`src/rtl/itrx_aib_phy_io_buf_ctl_pkg.sv`:
```
// rtl/itrx_aib_phy_io_buf_ctl_pkg.sv - mode/state encodings and pad-control constants for the AIB IO buffer controller
package itrx_aib_phy_io_buf_ctl_pkg;

    localparam logic [1:0] MODE_OFF = 2'b00;
    localparam logic [1:0] MODE_RX  = 2'b01;
    localparam logic [1:0] MODE_TX  = 2'b10;

    localparam logic [2:0] ST_OFF     = 3'd0;
    localparam logic [2:0] ST_RX      = 3'd1;
    localparam logic [2:0] ST_TX_ARM  = 3'd2;
    localparam logic [2:0] ST_TX      = 3'd3;
    localparam logic [2:0] ST_QUIESCE = 3'd4;

    typedef struct packed {
        logic       txdat_mux;
        logic       tx_en_buf;
        logic [1:0] ipdrv;
        logic [1:0] indrv;
        logic       weakp1;
        logic       weakp0;
        logic       rx_dat_en;
        logic       rx_clk_en;
    } pad_ctl_t;

    // Pad held quiet with a weak pull-down while reset or POR is active
    localparam pad_ctl_t PAD_SAFE = '{
        txdat_mux: 1'b0, tx_en_buf: 1'b0, ipdrv: 2'b00, indrv: 2'b00,
        weakp1: 1'b0, weakp0: 1'b1, rx_dat_en: 1'b0, rx_clk_en: 1'b0
    };

    // Returns {weakp1, weakp0}; pull-down wins when both are requested
    function automatic logic [1:0] weak_pulls(input logic wkpu, input logic wkpd);
        return {wkpu & ~wkpd, wkpd};
    endfunction

endpackage

```
`src/rtl/itrx_aib_phy_sync2.sv`:
```
// rtl/itrx_aib_phy_sync2.sv - two-flop synchronizer with programmable reset value
module itrx_aib_phy_sync2 #(
    parameter logic RST_VAL = 1'b1
) (
    input  logic clk,
    input  logic rst,
    input  logic d,
    output logic q1,
    output logic q
);

    always_ff @(posedge clk) begin
        if (rst) begin
            q1 <= RST_VAL;
            q  <= RST_VAL;
        end else begin
            q1 <= d;
            q  <= q1;
        end
    end

endmodule

```
`src/rtl/itrx_aib_phy_io_buf_ctl.sv`:
```
// rtl/itrx_aib_phy_io_buf_ctl.sv - break-before-make TX/RX direction sequencer for one AIB IO buffer
module itrx_aib_phy_io_buf_ctl
    import itrx_aib_phy_io_buf_ctl_pkg::*;
#(
    parameter int unsigned GUARD   = 4,
    parameter bit          CLK_PIN = 1'b0
) (
    input  logic       clk,
    input  logic       rst,
    input  logic       por,
    input  logic [1:0] mode_req,
    input  logic       tx_data,
    input  logic [1:0] cfg_pdrv,
    input  logic [1:0] cfg_ndrv,
    input  logic       cfg_wkpu,
    input  logic       cfg_wkpd,
    output logic       txdat_mux,
    output logic       tx_en_buf,
    output logic [1:0] ipdrv,
    output logic [1:0] indrv,
    output logic       weakp1,
    output logic       weakp0,
    output logic       rx_dat_en,
    output logic       rx_clk_en,
    output logic [1:0] mode_ack,
    output logic       busy
);

    localparam logic [3:0] GUARD_LOAD = 4'(GUARD - 1);

    logic       por_s1;
    logic       por_s;
    logic       hold_safe;
    logic [2:0] state;
    logic [2:0] state_nxt;
    logic [3:0] cnt;
    logic [3:0] cnt_nxt;
    logic       load_drv;
    pad_ctl_t   pad_q;
    pad_ctl_t   pad_nxt;
    logic [1:0] mode_ack_nxt;
    logic       busy_nxt;

    itrx_aib_phy_sync2 #(.RST_VAL(1'b1)) u_por_sync (
        .clk (clk),
        .rst (rst),
        .d   (por),
        .q1  (por_s1),
        .q   (por_s)
    );

    // Enter the safe state on the first synchronized POR sample, but release
    // only once both stages have cleared.
    assign hold_safe = por_s | por_s1;

    always_comb begin
        state_nxt = state;
        cnt_nxt   = cnt;
        load_drv  = 1'b0;
        if (hold_safe) begin
            state_nxt = ST_OFF;
            cnt_nxt   = 4'd0;
        end else begin
            case (state)
                ST_OFF: begin
                    if (mode_req == MODE_RX) begin
                        state_nxt = ST_RX;
                    end else if (mode_req == MODE_TX) begin
                        state_nxt = ST_TX_ARM;
                        cnt_nxt   = GUARD_LOAD;
                        load_drv  = 1'b1;
                    end
                end
                ST_RX: begin
                    if (mode_req != MODE_RX) state_nxt = ST_OFF;
                end
                ST_TX_ARM: begin
                    if (mode_req != MODE_TX) begin
                        state_nxt = ST_OFF;
                        cnt_nxt   = 4'd0;
                    end else if (cnt == 4'd0) begin
                        state_nxt = ST_TX;
                    end else begin
                        cnt_nxt = cnt - 4'd1;
                    end
                end
                ST_TX: begin
                    if (mode_req != MODE_TX) begin
                        state_nxt = ST_QUIESCE;
                        cnt_nxt   = GUARD_LOAD;
                    end
                end
                ST_QUIESCE: begin
                    if (cnt == 4'd0) state_nxt = ST_OFF;
                    else             cnt_nxt   = cnt - 4'd1;
                end
                default: begin
                    state_nxt = ST_OFF;
                    cnt_nxt   = 4'd0;
                end
            endcase
        end
    end

    // Outputs are built from the next state so pads move on the state edge
    always_comb begin
        pad_nxt = PAD_SAFE;
        {pad_nxt.weakp1, pad_nxt.weakp0} = weak_pulls(cfg_wkpu, cfg_wkpd);
        mode_ack_nxt = MODE_OFF;
        busy_nxt     = 1'b0;
        case (state_nxt)
            ST_RX: begin
                mode_ack_nxt = MODE_RX;
                if (CLK_PIN) pad_nxt.rx_clk_en = 1'b1;
                else         pad_nxt.rx_dat_en = 1'b1;
            end
            ST_TX_ARM: begin
                busy_nxt      = 1'b1;
                pad_nxt.ipdrv = load_drv ? cfg_pdrv : pad_q.ipdrv;
                pad_nxt.indrv = load_drv ? cfg_ndrv : pad_q.indrv;
            end
            ST_TX: begin
                mode_ack_nxt      = MODE_TX;
                pad_nxt.tx_en_buf = 1'b1;
                pad_nxt.txdat_mux = tx_data;
                pad_nxt.ipdrv     = pad_q.ipdrv;
                pad_nxt.indrv     = pad_q.indrv;
                pad_nxt.weakp1    = 1'b0;
                pad_nxt.weakp0    = 1'b0;
            end
            ST_QUIESCE: begin
                busy_nxt      = 1'b1;
                pad_nxt.ipdrv = pad_q.ipdrv;
                pad_nxt.indrv = pad_q.indrv;
            end
            default: ;
        endcase
        if (hold_safe) begin
            pad_nxt = PAD_SAFE;
        end
    end

    always_ff @(posedge clk) begin
        if (rst) begin
            state    <= ST_OFF;
            cnt      <= 4'd0;
            pad_q    <= PAD_SAFE;
            mode_ack <= MODE_OFF;
            busy     <= 1'b0;
        end else begin
            state    <= state_nxt;
            cnt      <= cnt_nxt;
            pad_q    <= pad_nxt;
            mode_ack <= mode_ack_nxt;
            busy     <= busy_nxt;
        end
    end

    assign txdat_mux = pad_q.txdat_mux;
    assign tx_en_buf = pad_q.tx_en_buf;
    assign ipdrv     = pad_q.ipdrv;
    assign indrv     = pad_q.indrv;
    assign weakp1    = pad_q.weakp1;
    assign weakp0    = pad_q.weakp0;
    assign rx_dat_en = pad_q.rx_dat_en;
    assign rx_clk_en = pad_q.rx_clk_en;

endmodule

```
`config.mk`:
```
export PLATFORM = sky130hd
export DESIGN_NAME = itrx_aib_phy_io_buf_ctl
export DESIGN_NICKNAME = d
export VERILOG_FILES = /design/src/rtl/itrx_aib_phy_io_buf_ctl_pkg.sv /design/src/rtl/itrx_aib_phy_sync2.sv /design/src/rtl/itrx_aib_phy_io_buf_ctl.sv
export SDC_FILE = /design/constraint.sdc
export NUM_CORES = 1
export LEC_CHECK = 0
export CAP_MARGIN = 20
export CELL_PAD_IN_SITES_DETAIL_PLACEMENT = 1
export CELL_PAD_IN_SITES_GLOBAL_PLACEMENT = 1
export CORE_AREA = 2 2 55 57
export DETAILED_ROUTE_END_ITERATION = 12
export DIE_AREA = 0 0 57 59
export GPL_ROUTABILITY_DRIVEN = 0
export PLACE_DENSITY = 0.88
export SYNTH_ARGS = -nofsm -noshare
export SYNTH_HDL_FRONTEND = slang
export SYNTH_SLANG_ARGS = --single-unit
```
`constraint.sdc`:
```
create_clock -name clk -period 3.9 [get_ports clk]
set_input_delay 0.585 -clock clk [delete_from_list [all_inputs] [get_ports clk]]
set_output_delay 0.585 -clock clk [all_outputs]
set_load 0.02 [all_outputs]
```
Yosys cells after proc, flatten, opt, wreduce, memory -nomap -nowiden
Index checks and enable logic that the tools add are counted.
{ "word_totals": {"register_bits": 22, "inputBits": 12, "out_inout_bits": 13, "wordCells": 73} }
{ "classes": {"add_sub_neg": 1, "eq_ne": 16, "mux": 27, "bitwise_logic": 6, "reduce_logical": 9} }
{ "op_table": {"columns": ["operator", "count"], "rows": [
  ["$mux 3", 8],
  ["$mux 4", 5],
  ["$pmux 4 s5", 1],
  ["$pmux 3 s5", 1],
  ["$eq 3x2->1 const B", 4],
  ["$ne 2x2->1 const B", 5],
  ["$mux 1", 8],
  ["$pmux 4 s2", 1],
  ["$eq 3x1->1 const B", 2],
  ["$eq 3x3->1 const B", 2],
  ["$reduce_or 2->1", 3],
  ["$reduce_or 3->1", 2],
  ["$logic_not 4->1", 1],
  ["$mux 2", 2],
  ["$not 1->1", 4],
  ["$pmux 2 s2", 1],
  ["$reduce_and 4->1", 1],
  ["$sub 4x1->4 const B", 1],
  ["$logic_not 3->1", 1],
  ["$eq 2x1->1 const B", 1],
  ["$eq 2x2->1 const B", 1],
  ["$ne 2x1->1 const B", 1],
  ["$reduce_and 2->1", 1],
  ["$and 1x1->1", 1],
  ["$or 1x1->1", 1]
]} }

Longest topological paths before layout
{ "logic_depth": {"depth_word": 9, "depth_mapped": 6, "depth_no_buf": 6} }

Modules after synthesis
Synthesis repeated with hierarchy kept, for this count alone.
{ "unflattened": {"cells_unflattened": 103, "hier_area_um2": 988.4} }
{ "modules_own_cells": {"columns": ["module", "n_inst", "cells_per_inst", "area_each_um2"], "rows": [
  ["itrx_aib_phy_io_buf_ctl", 1, 99, 935.9],
  ["itrx_aib_phy_sync2", 1, 4, 52.6]
]} }

Worst setup path before layout
OpenSTA, ideal clock, no wires.
{ "synth_path": {"kind": "reg2reg", "from": "register cnt[0]", "to": "register cnt[1]", "setup_time_ps": 58, "arrival_time_ps": 1726, "path_slack_ps": 2116, "stages_incl_launch_ff": 7, "period_less_slack_ps": 1784, "cell_sequence": "dfxtp_1 inv_1 ha_1 or3b_4 mux2_4 a2111oi_0 or3_1"} }
{ "synth_between": {"elab_chain_cells": 4, "word_cells_on_any_way": 5, "classes_between": "1 x add/sub; 3 x mux; 1 x reduce/logical"} }
{ "synth_rtl": {"columns": ["element", "line", "text"], "rows": [
  ["from (decl)", "itrx_aib_phy_io_buf_ctl.sv:36", "logic [3:0] cnt;"],
  ["from (signal assigned)", "itrx_aib_phy_io_buf_ctl.sv:152", "cnt <= cnt_nxt;"],
  ["$sub 4x1->4 or $logic_not 4->1 (tied branches)", null, null],
  ["$mux 4 *", "itrx_aib_phy_io_buf_ctl.sv:81, itrx_aib_phy_io_buf_ctl.sv:94", null],
  ["$mux 4", "itrx_aib_phy_io_buf_ctl.sv:78", "if (mode_req != MODE_TX) begin"],
  ["$pmux 4 s5 *", "itrx_aib_phy_io_buf_ctl.sv:64", "case (state)"]
]} }
Mark *: on every way between the ends. The rest lies on a longest branch, timed or not.
A chain may end at the register's enable or synchronous reset.

Worst setup path after layout
Ends and elaborated chain as after synthesis.

==> impl_metrics.yaml <==
yosys:
  synth_top_area_share_pct: 41.0
  synth_fp_nets: 129
  syn-cell-area_um2: 1020
  synth_area_per_cell_um2: 8.83
  synthTopCellsByArea: "dfxtp_1, nand2_1, mux2i_1"
  synthMostInstantiatedCell: "dfxtp_1"
  ys_types: 44
  yosys.area.top_type: "dfxtp_1"
  async_flop_share_pct: 0
  ys.flop_type: "dfxtp_1"
  synth_seq_cells: 21
  synthTopCellsByCount: "dfxtp_1, nand2_1, nor2_1"
  synth-seq-area-share_pct: 41.0
  yosysWarnings: 0
  synthCells: 116
  synth-edff-count: 0
route:
  antenna_left: 0
  wl_met3_um: 123
  dr.first_iter.drc_count: 18
  wl_met2_um: 1350
  routed.top_layer: "met4"
  wl_um: 2650
  vias: 957
  wire_per_inst_um: 15.9
  drc: 0
  wl_met1_um: 1130
  vias_per_cell: 5.73
  first_pass_iters: 4
clock_network:
  cts-resized-gates: 0
  cts_hold_buf: 0
  clk_pin_slew_worst_paths_ns: 0.12
  cts_tree: "yes"
  htreeDepth: 1
  root_buffer: "clkbuf_4"
  clockBufferDepth: 2
  clk_latency_ns: 0.31
  cts.sinks: 21
  post_cts_buffers: 0
  cts-buffers-inserted: 3
power:
  power_density_nw_per_um2: 273
  power.leakage_nw: 0.469
  irDropWorstVdd_uv: 305
  fin_total_pwr_uw: 351
final_layout:
  fin_area_um2: 1290
  fillCellCount: 327
  drive_gt1_share_pct: 11.8
  multi_input_area_um2: 561
  stdcell_count: 167
  diodes: 0
  seqCellArea_um2: 420
  layout.nets: 150
  area_growth_pct: 25.8
timing:
  fin_setup_tns_ns: 0
  max_slew.worst_pin.slew_ns: 0.712
  slew_viol_final: 0
  slew-limit-headroom_pct: 52.5
  finalSetupViolCount: 0
  finalCriticalPeriod_ns: 2.15
  finClkSkew_ns: 0.00456
  rsz0062_at_grt: "no"
  fin_crit_sh_pct: 55.1
  hold_violations: 0
  setup_slack_ns: 1.75
  fmax_mhz: 465
grt:
  grt_pass1_vias: 1006
  grt_first_pass_wirelength_um: 4520
  grt_max_degree: 17
  overflow: 0
  antenna_found_initial: 0
  grt_use_total_pct: 17.2
setup_path:
  ff2ff_setup_slack_ns: 1.75
  reg2regPathDepth: 6
  critPathLaunch: "cnt[0]"
  r2r_start: "cnt[0]"
  cp.required_ns: 4.17
  cp-start-kind: "flip-flop"
  end_kind: "flip-flop"
  critPathMaxFanout: 5
  cp_data_arrival_time_ns: 2.42
  cp-endpoint: "cnt[1]"
  criticalPathCategory: "reg2reg"
  reg2reg_to: "cnt[1]"
run_status:
  status: "finished clean"
placed_design:
  place_ws_ns: 1.40
  portBuffers: 23
  place_area_um2: 1260
  dp.cells: 163
  dp_hpwl_um: 2020
floorplanning:
  dieWidth_um: 57
  die_y_um: 59
  dieArea_um2: 3360
  start_util_pct: 37.8
  core_area_um2: 2710
  io_pins: 25
  rows: 19
min_path:
  hold_path_class: "reg2reg"
flow_run:
  max_cap_violations: 0
how the worst min path moves through the flow:
stage / startpoint / to / slack [ns] / depth (start not counted)
2_1_floorplan: u_por_sync.q1 / u_por_sync.q / 0.50 / 1
3_3_place_gp: indrv[0] / indrv[0] / 0.44 / 2
3_5_place_dp: ipdrv[0] / ipdrv[0] / 0.45 / 2
4_1_cts: ipdrv[0] / ipdrv[0] / 0.48 / 2
5_1_grt: indrv[1] / indrv[1] / 0.49 / 2
6_report: ipdrv[0] / ipdrv[0] / 0.47 / 2
worst max-delay path: stages (launching register included):
cell	delay, ns
dfxtp_1	0.38
inv_1	0.08
ha_1	0.23
or3b_4	0.44
mux2_4	0.32
a2111oi_0	0.48
or3_1	0.19
power by group:
group | switching, mW | total, mW | internal (mW)
Sequential | 0.00158 | 0.217 | 0.216
Combinational | 0.0115 | 0.0264 | 0.0150
Clock | 0.0692 | 0.108 | 0.0384
Total | 0.0822 | 0.351 | 0.269
layout by cell type, fill, tap and decap left out, types with 2 or more instances in the layout:
master,netlist,layout
inv_1,3,3
nor3_1,4,4
or3_1,5,5
nor2b_1,3,3
nand2b_1,3,3
dfxtp_1,21,21
clkbuf_4,0,3
or4_1,2,2
nor3b_1,3,3
a21oi_1,5,5
nand2_1,11,11
o21ai_0,2,2
and2b_2,2,2
or2_2,3,3
mux2i_1,4,4
nor2_1,9,9
o211ai_1,2,2
clkdlybuf4s50_1,0,23
nor4_1,3,3
sequential cells by signal (all words and copies together), names as in the netlist:
register       flops
u_por_sync.q1      1
mode_ack           2
busy               1
ipdrv              2
u_por_sync.q       1
weakp1             1
tx_en_buf          1
txdat_mux          1
indrv              2
weakp0             1
cnt                4
state              3
rx_dat_en          1
cell type report:
class / instances / share of cell area (%)
Inverter: 3 / 0.874
Clock inverter: 1 / 0.388
Multi-Input combinational cell: 85 / 43.5
Timing Repair Buffer: 23 / 17.9
Sequential cell: 21 / 32.6
Tap cell: 31 / 3.01
Clock buffer: 3 / 1.75
routing by layer:
layer | global-route usage [%] | vias up
met3 | 3.93 | 6
li1 | - | 450
met2 | 30.0 | 32
met1 | 20.4 | 469
met4 | 6.98 | 0
met5 | 0 | -
metrics by stage:
step,utilization (%),hold slack (ns)
after global placement,46.5,0.442
after floorplan,-,0.495
after detailed placement,46.5,0.454
after global routing,47.6,0.494
final,47.6,0.470
after CTS,47.6,0.475
kinds of logic after synthesis:
group | share of synthesized area, %
AOI/OAI and AO/OA | 16.0
muxes | 5.37
buffers and inverters | 4.27
adders and majority gates | 1.22
DFF | 41.0
and+or+nand+nor | 31.7
other | 0.366
(Power assumes the default switching activity.)
